[config.mk]
export PLATFORM = sky130hd
export DESIGN_NAME = fifo_tx_framer
export DESIGN_NICKNAME = d
export VERILOG_FILES = /design/src/rtl/fifo_tx_framer.sv
export SDC_FILE = /design/constraint.sdc
export NUM_CORES = 1
export LEC_CHECK = 0
export ABC_AREA = 1
export BUFFER_PORTS_ARGS = -buffer_cell sky130_fd_sc_hd__buf_2
export CAP_MARGIN = 15
export CORE_MARGIN = 1.5
export CORE_UTILIZATION = 30
export DETAILED_ROUTE_END_ITERATION = 8
export PLACE_DENSITY = 0.51
export SLEW_MARGIN = 20
export SYNTH_ARGS = -nofsm -noshare
export SYNTH_HDL_FRONTEND = slang
export SYNTH_SLANG_ARGS = --single-unit
[constraint.sdc]
create_clock -name clk -period 4.89 [get_ports clk]
set_input_delay 0.7335 -clock clk [delete_from_list [all_inputs] [get_ports clk]]
set_output_delay 0.7335 -clock clk [all_outputs]
set_load 0.02 [all_outputs]
[src/rtl/fifo_tx_framer.sv]
// Pulls a length-described frame from a byte FIFO and streams it to the MAC, padding short frames.
// Data path: 1-cycle FIFO read latency into a 2-entry skid buffer; tx_ready backpressure stalls reads.
module fifo_tx_framer #(
  parameter int DATA_WIDTH = 8,
  parameter int MIN_LEN    = 60,
  parameter int MAX_LEN    = 1518,
  parameter int IFG        = 12
) (
  input  logic                  clk,
  input  logic                  rst_n,
  input  logic                  fifo_empty,
  input  logic [DATA_WIDTH-1:0] fifo_data,
  output logic                  fifo_read,
  input  logic                  len_valid,
  input  logic [10:0]           len_in,
  output logic                  len_ready,
  output logic [DATA_WIDTH-1:0] tx_data,
  output logic                  tx_valid,
  output logic                  tx_last,
  input  logic                  tx_ready,
  output logic                  len_err,
  output logic [15:0]           frame_cnt
);

  localparam logic [10:0] MIN_L    = 11'(MIN_LEN);
  localparam logic [10:0] MAX_L    = 11'(MAX_LEN);
  localparam logic [15:0] GAP_LAST = 16'(IFG - 1);

  typedef enum logic [1:0] {IDLE, SEND, PAD, GAP} state_t;

  state_t                state_q, state_d;
  logic [10:0]           len_q, len_d;
  logic [10:0]           req_q, req_d;
  logic [10:0]           sent_q, sent_d;
  logic [15:0]           gap_q, gap_d;
  logic [15:0]           frame_q, frame_d;
  logic [DATA_WIDTH-1:0] buf0_q, buf0_d, buf1_q, buf1_d;
  logic [1:0]            occ_q, occ_d;
  logic                  infl_q;
  logic                  rdy_en_q;
  logic                  err_q, err_d;

  logic                  pop, pop_buf, accept, bad_len;
  logic [1:0]            occ_pop;
  logic [10:0]           last_len;

  always_comb begin
    last_len  = (len_q >= MIN_L) ? len_q : MIN_L;
    tx_valid  = ((state_q == SEND) && (occ_q != 2'd0)) || (state_q == PAD);
    tx_data   = ((state_q == SEND) && (occ_q != 2'd0)) ? buf0_q : '0;
    tx_last   = tx_valid && ((sent_q + 11'd1) == last_len);
    pop       = tx_valid && tx_ready;
    pop_buf   = pop && (state_q == SEND);
    len_ready = (state_q == IDLE) && rdy_en_q;
    accept    = len_valid && len_ready;
    bad_len   = (len_in == 11'd0) || (len_in > MAX_L);
    // Credit the byte leaving this cycle so a back-to-back stream never bubbles.
    occ_pop   = occ_q - {1'b0, pop_buf};
    fifo_read = (state_q == SEND) && !fifo_empty && (req_q < len_q) &&
                ((occ_pop + {1'b0, infl_q}) < 2'd2);
  end

  always_comb begin
    buf0_d = buf0_q;
    buf1_d = buf1_q;
    occ_d  = occ_pop;
    if (pop_buf) begin
      buf0_d = buf1_q;
    end
    if (infl_q) begin
      if (occ_pop == 2'd0) begin
        buf0_d = fifo_data;
      end else begin
        buf1_d = fifo_data;
      end
      occ_d = occ_pop + 2'd1;
    end
  end

  always_comb begin
    state_d = state_q;
    len_d   = len_q;
    req_d   = req_q;
    sent_d  = sent_q;
    gap_d   = gap_q;
    frame_d = frame_q;
    err_d   = 1'b0;
    if (pop && tx_last) begin
      frame_d = frame_q + 16'd1;
    end
    if (fifo_read) begin
      req_d = req_q + 11'd1;
    end
    case (state_q)
      IDLE: begin
        if (accept) begin
          if (bad_len) begin
            err_d = 1'b1;
          end else begin
            len_d   = len_in;
            req_d   = 11'd0;
            sent_d  = 11'd0;
            state_d = SEND;
          end
        end
      end
      SEND: begin
        if (pop) begin
          sent_d = sent_q + 11'd1;
          gap_d  = 16'd0;
          if (tx_last) begin
            state_d = GAP;
          end else if ((sent_q + 11'd1) == len_q) begin
            state_d = PAD;
          end
        end
      end
      PAD: begin
        if (pop) begin
          sent_d = sent_q + 11'd1;
          gap_d  = 16'd0;
          if (tx_last) begin
            state_d = GAP;
          end
        end
      end
      GAP: begin
        if (gap_q == GAP_LAST) begin
          state_d = IDLE;
        end else begin
          gap_d = gap_q + 16'd1;
        end
      end
      default: state_d = IDLE;
    endcase
  end

  always_ff @(posedge clk or negedge rst_n) begin
    if (!rst_n) begin
      state_q  <= IDLE;
      len_q    <= '0;
      req_q    <= '0;
      sent_q   <= '0;
      gap_q    <= '0;
      frame_q  <= '0;
      buf0_q   <= '0;
      buf1_q   <= '0;
      occ_q    <= '0;
      infl_q   <= 1'b0;
      rdy_en_q <= 1'b0;
      err_q    <= 1'b0;
    end else begin
      state_q  <= state_d;
      len_q    <= len_d;
      req_q    <= req_d;
      sent_q   <= sent_d;
      gap_q    <= gap_d;
      frame_q  <= frame_d;
      buf0_q   <= buf0_d;
      buf1_q   <= buf1_d;
      occ_q    <= occ_d;
      infl_q   <= fifo_read;
      rdy_en_q <= 1'b1;
      err_q    <= err_d;
    end
  end

  assign len_err   = err_q;
  assign frame_cnt = frame_q;

endmodule
==> results.toml <==
[run_status]
status = "finished with violations"
violations = "DRC"

[placed_design]
dpl_cell_area_mm2 = 0.006175
gp_congestion = 0.8257
dp_hpwl_um = 10270
io_buffers = 52
dp.cells = 1034

[timing]
max_freq_mhz = 226.5
drv_slew = 0
worst_pin_slew_ns = 0.9068
rsz0062_at_grt = "no"
setup_tns_ns = 0
hold-worst-slack_ns = 0.4609
fin_crit_sh = 0.9029
final-setup-viol-count = 0
fin_worst_skew_ns = 0.01134
slew_headroom = 0.3955
finalHoldViolCount = 0
fin_crit_ns = 4.415

[clocking]
clock-sinks = 88
cts_buffers = 9
cts_setup_buffers = 0
htreeDepth = 3
clock_latency_ns = 0.35
cts_hold_buf = 0
post_cts_resized = 0
clock_tree.root_cell = "clkbuf_16"
clk_path_buf_depth = 2
clk_pin_slew_ns = 0.07
cts_tree = "built"

[power]
power_density_mw_per_mm2 = 521.8
power.leakage_uw = 0.003169
peakVddDrop_uv = 208.3

[worst_setup_path]
crit_arrival_ns = 3.68
worstSetupPathType = "register to primary output"
endpoint_kind = "primary output"
critical_path_required_ns = 4.16
startpoint_type = "register"
reg2reg_depth = 18
worstPathMaxFanout = 17

[floorplan]
die_h_um = 140.2
initial_utilization = 0.3040
die_area_mm2 = 0.01966
rows = 50
core_mm2 = 0.01858
die_x_um = 140.2
io_pins = 53

[global_route]
grt_overflow_total = 0
grt_pass1_vias = 4639
grt_start_max_net_pins = 59
antenna_found_initial = 0
grtUsageTotal = 0.1498
grt_pass1_wl_um = 23430

[drt]
drt_iter0_drc = 229
first_pass_iters = 6
via_per_inst = 4.640
vias = 4872
ant_nets = 0
drc = 2
wl_um = 13470
avgRoutedWirePerCell_um = 12.83

[logic_synthesis]
synth_cell_types = 39
yosys_warnings = 0
syn_area_mm2 = 0.005649
synth_top_area_frac = 0.3898
yosysSeqAreaShare = 0.3898
synthTopCellsByArea = "dfrtp_1 39%, nand2_1 12%, inv_1 7.5%, nand3_1 5.3%, o21ai_0 4.8%"
synth-edff-count = 0
synthCells = 757
syn_area_per_cell_um2 = 7.463
yosysMostFrequentCell = "nand2_1"
synth_fp_nets = 802
async_flop_share = 1.000
ys_seq_elements = 88
synth_top_cells_by_count = "175 x nand2_1, 113 x inv_1, 88 x dfrtp_1"
synthFlopType = "dfrtp_1"
yosysTopAreaCell = "dfrtp_1"

[layout]
area_growth_syn_to_layout_pct = 14.42
finalNetCount = 856
instances_no_fill = 1050
layout-drive-gt1-share = 0.1324
fin_area_mm2 = 0.006464
diodes = 0

[job]
max-cap-violations = 0

[worst_hold_path]
hp-class = "primary input to asynchronous set/reset pin"
## cell type report
cell class | instances | area [um2]
clock inverter | 4 | 52.55
sequential | 88 | 2202
timing repair buffer | 54 | 277.8
multi-input combinational | 541 | 2963
tap | 234 | 292.8
clock buffer | 12 | 236.5
fill | 1933 | 12120
inverter | 117 | 439.2
## power by group
| group | internal (uW) | switching (uW) | total [uW] |
|---|---|---|---|
| Sequential | 925 | 191 | 1120 |
| Clock | 399 | 296 | 695 |
| Combinational | 483 | 1080 | 1560 |
## worst paths after layout
path / from / endpoint / slack [ns]
max: state_q[1]$_DFFE_PN0P_ / fifo_read / 0.47
min: rst_n / frame_cnt[5]$_DFFE_PN0P_ / 0.46
max reg2reg: state_q[1]$_DFFE_PN0P_ / req_q[0]$_DFF_PN0_ / 1.39
min reg2reg: buf1_q[1]$_DFFE_PN0P_ / buf1_q[1]$_DFFE_PN0P_ / 0.48
max in group asynchronous: rst_n / len_q[3]$_DFFE_PN0P_ / 3.50
min in group clk: buf1_q[1]$_DFFE_PN0P_ / buf1_q[1]$_DFFE_PN0P_ / 0.48
## logic make-up after synthesis
kind of cell / after synthesis / synth area share
AO/OA/AOI/OAI: 107 / 0.1037
XOR/XNOR: 31 / 0.04806
adder cells (fa/ha/maj): 21 / 0.04651
buffers and inverters: 128 / 0.08571
flip-flops: 88 / 0.3898
other: 1 / 0.0006638
AND/OR/NAND/NOR: 381 / 0.3256
## cell usage in the layout (no fill, tap or decap), drive strengths merged, types with 22 or more instances in the layout
cell type,netlist,layout
nand3,65,65
o21ai,59,59
inv,116,117
a21oi,29,29
dfrtp,88,88
nand2,191,191
nor2,68,68
buf,3,54
nand4,22,22
## state kept, by name (all words and copies together) (netlist names), 8 cells and up
name       count
buf0_q         8
buf1_q         8
frame_cnt     16
gap_q         16
len_q         11
req_q         11
sent_q        11
## metal layers
metal  share of wire  routed length [um]  track usage  up-vias
met2            0.42                5686       0.2233       78
li1                -                   -            -     2587
met3           0.034                 454      0.02564       11
met4           0.016                 214      0.05263        0
met1            0.53                7119       0.2175     2196
met5               0                   0            0        -
## through the flow
stage | setup slack [ns] | power (uW) | util
after floorplan | 1.455 | 2311 | -
after global placement | 0.9065 | 2704 | 0.3323
after detailed placement | 0.8075 | 2707 | 0.3323
after CTS | 0.4163 | 3423 | 0.3479
after global routing | 0.04591 | 3707 | 0.3479
final | 0.4749 | 3373 | 0.3479
## critical path: stages, from the launching register on
cell     delay (ns)
dfrtp_1        0.42
inv_1          0.08
ha_1           0.22
inv_1          0.13
a21oi_1        0.08
nor2_1         0.16
nor2_2         0.09
nand2_1        0.39
inv_1          0.09
ha_1           0.31
inv_1          0.04
ha_1           0.18
or2_2          0.29
nand2_1        0.06
inv_1          0.03
nand2_1        0.24
inv_1          0.27
buf_2          0.23
(Power assumes the default switching activity.)
